--- src/rtl/spmm_lhs_loader_pkg.sv ---
// Shared types and constants for the SpMM LHS path.
// Reused by the SpMM array and its loader.
package spmm_lhs_loader_pkg;

  localparam int SPMM_N     = 16;
  localparam int SPMM_W     = 8;
  localparam int SPMM_LGN   = $clog2(SPMM_N);
  localparam int SPMM_DBLGN = 2 * SPMM_LGN;
  localparam int SPMM_NN    = SPMM_N * SPMM_N;

  typedef logic [SPMM_W-1:0] data_t;

  typedef enum logic [1:0] {
    S_LOAD,
    S_FINAL,
    S_WAIT,
    S_STREAM
  } lhs_state_e;

endpackage

--- src/rtl/spmm_lhs_loader_beat_buffer.sv ---
// N*N-entry col/data store: one write port,
// one N-lane aligned read port.
module lhs_beat_buffer
  import spmm_lhs_loader_pkg::*;
#(
  parameter int N = SPMM_N,
  parameter int W = SPMM_W,
  localparam int LG = $clog2(N),
  localparam int DLG = 2 * LG
) (
  input  logic                   clock,
  input  logic                   we,
  input  logic [DLG-1:0]         waddr,
  input  logic [LG-1:0]          wcol,
  input  logic [W-1:0]           wdata,
  input  logic [LG-1:0]          rbeat,
  output logic [N-1:0][LG-1:0]   rcol,
  output logic [N-1:0][W-1:0]    rdata
);

  logic [LG-1:0] col_mem  [N*N];
  logic [W-1:0]  data_mem [N*N];

  // Stale slots are never cleared; the reader masks the tail.
  always_ff @(posedge clock) begin
    if (we) begin
      col_mem[waddr]  <= wcol;
      data_mem[waddr] <= wdata;
    end
  end

  always_comb begin
    rcol  = '0;
    rdata = '0;
    for (int i = 0; i < N; i++) begin
      rcol[i]  = col_mem[{rbeat, LG'(i)}];
      rdata[i] = data_mem[{rbeat, LG'(i)}];
    end
  end

endmodule

--- src/rtl/spmm_lhs_loader.sv ---
// Collects one sparse LHS matrix, builds CSR row-end
// pointers and streams N-lane beats into the SpMM array.
module spmm_lhs_loader
  import spmm_lhs_loader_pkg::*;
#(
  parameter int N = SPMM_N,
  parameter int W = SPMM_W,
  localparam int LG = $clog2(N),
  localparam int DLG = 2 * LG,
  localparam int CW = DLG + 1
) (
  input  logic                   clock,
  input  logic                   reset,
  input  logic                   in_valid,
  output logic                   in_ready,
  input  logic [LG-1:0]          in_row,
  input  logic [LG-1:0]          in_col,
  input  logic [W-1:0]           in_data,
  input  logic                   in_last,
  input  logic                   lhs_ready_ns,
  output logic                   lhs_start,
  output logic                   lhs_ws,
  output logic                   lhs_os,
  output logic [N-1:0][DLG-1:0]  lhs_ptr,
  output logic [N-1:0][LG-1:0]   lhs_col,
  output logic [N-1:0][W-1:0]    lhs_data,
  output logic                   busy,
  output logic [CW-1:0]          nnz,
  output logic                   err
);

  localparam int NN = N * N;

  lhs_state_e state;

  logic [CW-1:0]  cnt;
  logic [DLG-1:0] cnt_m1;
  logic [LG-1:0]  prev_row;
  logic [LG:0]    beat;
  logic [LG:0]    nbeats;
  logic           accept;
  logic           take;
  logic [LG-1:0]  rd_beat;

  logic [N-1:0][LG-1:0] rd_col;
  logic [N-1:0][W-1:0]  rd_data;
  logic [N-1:0][LG-1:0] beat_col;
  logic [N-1:0][W-1:0]  beat_data;

  assign lhs_ws = 1'b0;
  assign lhs_os = 1'b0;

  assign accept = in_valid && in_ready;
  assign take   = accept && (cnt != CW'(NN));
  // Wraps to NN-1 when the buffer is exactly full.
  assign cnt_m1 = cnt[DLG-1:0] - DLG'(1);
  assign nbeats = (LG+1)'((nnz + CW'(N - 1)) >> LG);
  assign rd_beat = (state == S_STREAM) ? beat[LG-1:0] : '0;

  lhs_beat_buffer #(
    .N (N),
    .W (W)
  ) u_buf (
    .clock (clock),
    .we    (take),
    .waddr (cnt[DLG-1:0]),
    .wcol  (in_col),
    .wdata (in_data),
    .rbeat (rd_beat),
    .rcol  (rd_col),
    .rdata (rd_data)
  );

  // Lanes past nnz read as zero in the last beat.
  always_comb begin
    beat_col  = '0;
    beat_data = '0;
    for (int i = 0; i < N; i++) begin
      if (CW'({rd_beat, LG'(i)}) < nnz) begin
        beat_col[i]  = rd_col[i];
        beat_data[i] = rd_data[i];
      end
    end
  end

  always_ff @(posedge clock or negedge reset) begin
    if (!reset) begin
      state     <= S_LOAD;
      in_ready  <= 1'b0;
      busy      <= 1'b0;
      cnt       <= '0;
      prev_row  <= '0;
      beat      <= '0;
      nnz       <= '0;
      err       <= 1'b0;
      lhs_start <= 1'b0;
      lhs_ptr   <= '0;
      lhs_col   <= '0;
      lhs_data  <= '0;
    end else begin
      lhs_start <= 1'b0;
      unique case (state)
        S_LOAD: begin
          in_ready <= 1'b1;
          if (accept) begin
            if (!take || (cnt != '0 && in_row < prev_row))
              err <= 1'b1;
            if (take) begin
              // First element of a matrix clears stale pointers.
              for (int r = 0; r < N; r++) begin
                if (cnt == '0)
                  lhs_ptr[r] <= '0;
                else if (LG'(r) > prev_row && LG'(r) < in_row)
                  lhs_ptr[r] <= cnt_m1;
              end
              lhs_ptr[in_row] <= cnt[DLG-1:0];
              prev_row <= in_row;
              cnt <= cnt + CW'(1);
            end
            if (in_last) begin
              state    <= S_FINAL;
              in_ready <= 1'b0;
              busy     <= 1'b1;
            end
          end
        end
        S_FINAL: begin
          for (int r = 0; r < N; r++) begin
            if (LG'(r) > prev_row)
              lhs_ptr[r] <= cnt_m1;
          end
          nnz   <= cnt;
          cnt   <= '0;
          state <= S_WAIT;
        end
        S_WAIT: begin
          if (lhs_ready_ns) begin
            lhs_start <= 1'b1;
            lhs_col   <= beat_col;
            lhs_data  <= beat_data;
            beat      <= (LG+1)'(1);
            state     <= S_STREAM;
          end
        end
        S_STREAM: begin
          if (beat < nbeats) begin
            lhs_col  <= beat_col;
            lhs_data <= beat_data;
            beat     <= beat + (LG+1)'(1);
          end else begin
            state    <= S_LOAD;
            in_ready <= 1'b1;
            busy     <= 1'b0;
          end
        end
        default: state <= S_LOAD;
      endcase
    end
  end

endmodule

--- config.mk ---
export PLATFORM = sky130hd
export DESIGN_NAME = spmm_lhs_loader
export DESIGN_NICKNAME = d
export VERILOG_FILES = /design/src/rtl/spmm_lhs_loader_pkg.sv /design/src/rtl/spmm_lhs_loader_beat_buffer.sv /design/src/rtl/spmm_lhs_loader.sv
export SDC_FILE = /design/constraint.sdc
export NUM_CORES = 2
export LEC_CHECK = 0
export CAP_MARGIN = 30
export CORE_MARGIN = 4
export CORE_UTILIZATION = 47
export CTS_BUF_LIST = sky130_fd_sc_hd__clkbuf_4
export CTS_CLUSTER_DIAMETER = 200
export DETAILED_ROUTE_END_ITERATION = 7
export PLACE_DENSITY = 0.65
export SYNTH_ARGS = -nofsm -noshare
export SYNTH_HDL_FRONTEND = slang
export SYNTH_HIERARCHICAL = 1
export SYNTH_SLANG_ARGS = --single-unit
--- constraint.sdc ---
create_clock -name clock -period 4.2 [get_ports clock]
set_clock_uncertainty 0.15 [all_clocks]
set_input_delay 0.63 -clock clock [delete_from_list [all_inputs] [get_ports clock]]
set_output_delay 0.63 -clock clock [all_outputs]
set_load 0.02 [all_outputs]
==> metrics <==
core area=0.280 sq mm; Comb pwr share=0.279; Overflow after GRT=0; Worst R2R Setup Slack=0.05 ns; EDFF count, synth=3072; CTS Buf Count=836; root buffer selected by CTS=clkbuf_4; initial core utilization=0.474; Synth Instances=6522; status=finished clean; Yosys reg bits=3425; Worst Slack Setup Final=0.0455 ns; relative slew slack=0.274; sequential power share=0.424; drt first-iter violations=9015; cell area after synthesis=0.133 sq mm; Arr. time, crit path=5.24 ns; Critical Path Source Type=register; Routed wire per std cell=29.3 microns; Main synth FF type=edfxtp_1; Worst Tran Pin Value=1.09 ns; router iterations before antenna repair=6; Critical Path Most Common Cell=buf_4; Switching Share=0.312; worst setup path startpoint=cnt[0]; maxcap violations=0; clock latency on the worst-skew pair=1.54 ns; power per standard cell area=599 mW/mm^2; worst r2r dst=u_buf/data_mem[178][3]; YS warnings=6; layout cells sized above 1=0.335; die footprint=0.291 sq mm; VDD IR max=672 uV; Routed Wire Length=358000 microns; first-pass GRT wire length=520000 microns; number of global-route vias before repair=74900; Leak=51.5 nW; crit path kind=register to register; crit path time final=4.15 ns; Buf/Inv on CP=3; gpl congestion=0.869; final setup fails=0; r2r startpoint=cnt[0]; final slew viol count=0; Tcrit/Tclk final=0.989; clock slew at reported path FFs=0.06 ns; DR vias=73200; WP data required=5.28 ns; total global-route track usage=0.244; Clock Sink Count=3425; slowest stage cell on the critical path=nand2_1; critical path's top delay family=simple AND/OR/NAND/NOR gates; DRC Markers=0; # rows=194; worst r2r path cells=10; dpl hpwl=216000 microns; Fmax=0.241 GHz; distinct cell type count of the synthesized netlist=76; crit path cell chain=inv_1 -> ha_1 -> or4b_4 -> nor4_1 -> a21oi_1 -> buf_4 -> and3b_1 -> nand2_1 -> nor2_1 -> buf_4; Nets=7887; pre-CTS setup slack=0.0267 ns; worst setup path end=u_buf/data_mem[178][3]; final core occ=0.554; Critical Path Max Stage Delay=0.69 ns; final hold violation count=0; Critical Path Stages=10; Die Ht=539 microns; asr flop ratio synth=0.103; initial antenna violation count=20; CTS H-tree depth=6; clock buffer depth=4; area growth from synthesis to layout=17.0%; Pint=64.0 mW; # port buffers=353; min-delay worst type=primary input to register; Sw Pwr=29.0 mW; RSZ-0062 raised after global routing=true; CP Max Fanout=15; Worst setup EP type=register; Die Width=539 microns; I/O Pins=356; CTS tree=built; DRT antenna net count=0; register area share after synthesis=0.762; vias per cell=5.97; synthesized area per cell=20.3 sq um; largest net degree at the start of global routing=152; clock network fraction of total power=0.297
==> cell usage in the layout (no fill, tap or decap), types with 16 or more instances in the layout <==
cell type        Yosys  layout
nor2_1             303     300
a21oi_1             55      45
buf_4               13     452
a221oi_1            21      21
dlygate4sd3_1        0      28
clkdlybuf4s50_1      0     340
clkinv_1             0     201
ha_1                20      19
a31oi_1             19      19
a22oi_1            330     330
a22o_1             168     168
o22ai_1             89      89
o21ai_0             75      75
clkinv_2             0      23
clkbuf_4             0    1227
mux4_2             721     721
nand2_1            227     218
edfxtp_1          3072    3072
o211ai_1            16      16
nand3_1             64      58
buf_12               1      71
nand2b_1            28      26
mux2i_1             37      37
o2bb2ai_1           24      24
o221ai_1            33      33
mux2_2             200     200
nor2b_1             49      43
dfrtp_1            353     352
inv_1               18      17
==> state kept, by name, indices dropped and copies added, names as in the netlist <==
register and flops:
lhs_ptr 128, err 1, state 2, lhs_data 128, nnz 9, u_buf/col_mem 1024
busy 1, lhs_col 64, in_ready 1, prev_row 4, cnt 9, beat 5
lhs_start 1, u_buf/data_mem 2048
==> how the worst min path moves through the flow <==
stage | from | to | slack (ns) | cells after the start
floorplan | reset | beat[0] | 0.18 | 0
global placement | err | err | 0.30 | 1
detailed placement | lhs_data[59] | lhs_data[59] | 0.32 | 1
CTS | reset | lhs_ptr[104] | 0.02 | 4
global route | in_data[6] | u_buf/data_mem[113][6] | 0.08 | 3
finish | in_data[6] | u_buf/data_mem[82][6] | 0.11 | 3
==> kinds of logic after synthesis <==
kind of cell    Yosys count  share of synthesized area
other cells               1                  0.0000283
flops                  3425                      0.762
buf+inv                 441                     0.0165
compound gates          899                     0.0508
simple gates            760                     0.0256
fa+ha+maj                20                    0.00189
xor+xnor                 10                   0.000660
mux                     966                      0.143
==> worst register-to-register path, cell delays in order (launching register included) <==
cell and delay, ns:
dfrtp_1 0.38, inv_1 0.09, ha_1 0.17, or4b_4 0.51, nor4_1 0.50, a21oi_1 0.32, buf_4 0.24, and3b_1 0.39
nand2_1 0.69, nor2_1 0.17, buf_4 0.24
==> Yosys cell counts (all sizes together), types with 7 or more instances <==
library cell / number / area, sq um
o221ai: 34 / 315
buf: 216 / 1340
mux2: 208 / 2370
nor3: 17 / 85.1
ha: 20 / 250
a22oi: 330 / 2480
nand3: 64 / 320
nand2b: 28 / 175
and3: 10 / 62.6
a21oi: 55 / 275
edfxtp: 3072 / 92200
o211ai: 18 / 154
xnor2: 10 / 87.6
a221oi: 21 / 184
clkbuf: 207 / 778
nor2: 303 / 1140
o22a: 10 / 87.6
a31oi: 19 / 119
nor2b: 49 / 307
o21a: 7 / 52.6
o21ai: 83 / 483
o2bb2ai: 24 / 210
nand2: 228 / 858
a21o: 7 / 52.6
mux2i: 37 / 370
o22ai: 89 / 557
a22o: 168 / 1470
and2: 14 / 87.6
dfrtp: 353 / 8830
mux4: 721 / 16200
nand4: 7 / 43.8
inv: 18 / 67.6
==> layout make-up <==
cell class / count / area (sq um)
clock inverter: 287 / 1710
multi-input combinational: 2657 / 29700
sequential: 3425 / 101000
inverter: 18 / 75.1
clock buffer: 1227 / 9210
antenna: 5 / 12.5
tap: 3724 / 4660
fill: 21500 / 125000
timing repair buffer: 908 / 8780
==> metrics by stage <==
step | std cells | area, sq um | total power, mW | hold WS (ns) | TNS [ns]
floorplan | 6523 | 133000 | 56.5 | 0.184 | 0
CTS | 12200 | 155000 | 93.7 | 0.0153 | 0
global placement | 10700 | 144000 | 65.6 | 0.300 | 0
finish | 12300 | 155000 | 92.9 | 0.112 | 0
detailed placement | 10700 | 144000 | 66.0 | 0.323 | 0
global route | 12200 | 155000 | 97.1 | 0.0836 | -0.000385
==> power by group through the flow <==
stage | Sequential (mW) | Combinational (mW) | Clock, mW
3_3_place_gp | 40.1 | 25.6 | 0
3_5_place_dp | 40.1 | 25.9 | 0
5_1_grt | 39.5 | 27.4 | 30.2
4_1_cts | 39.4 | 26.0 | 28.3
6_report | 39.4 | 26.0 | 27.6
2_1_floorplan | 40.7 | 15.8 | 0
==> per-layer routing <==
metal | routed length (microns) | vias up | global-route usage
met5 | 98 | - | 0
met4 | 9660 | 14 | 0.0764
met3 | 37200 | 564 | 0.0611
met2 | 168000 | 3963 | 0.376
met1 | 143000 | 38300 | 0.345
li1 | - | 30400 | -
==> timing repair <==
item | CTS | global route
pin swaps | 0 | 0
resized for setup | 1 | 2
endpoints found under the hold margin | 3233 | 22
endpoints found under the setup margin | 12 | 137
hold buffers | 28 | 1
buffers inserted | 0 | 0
(Power assumes the default switching activity.)
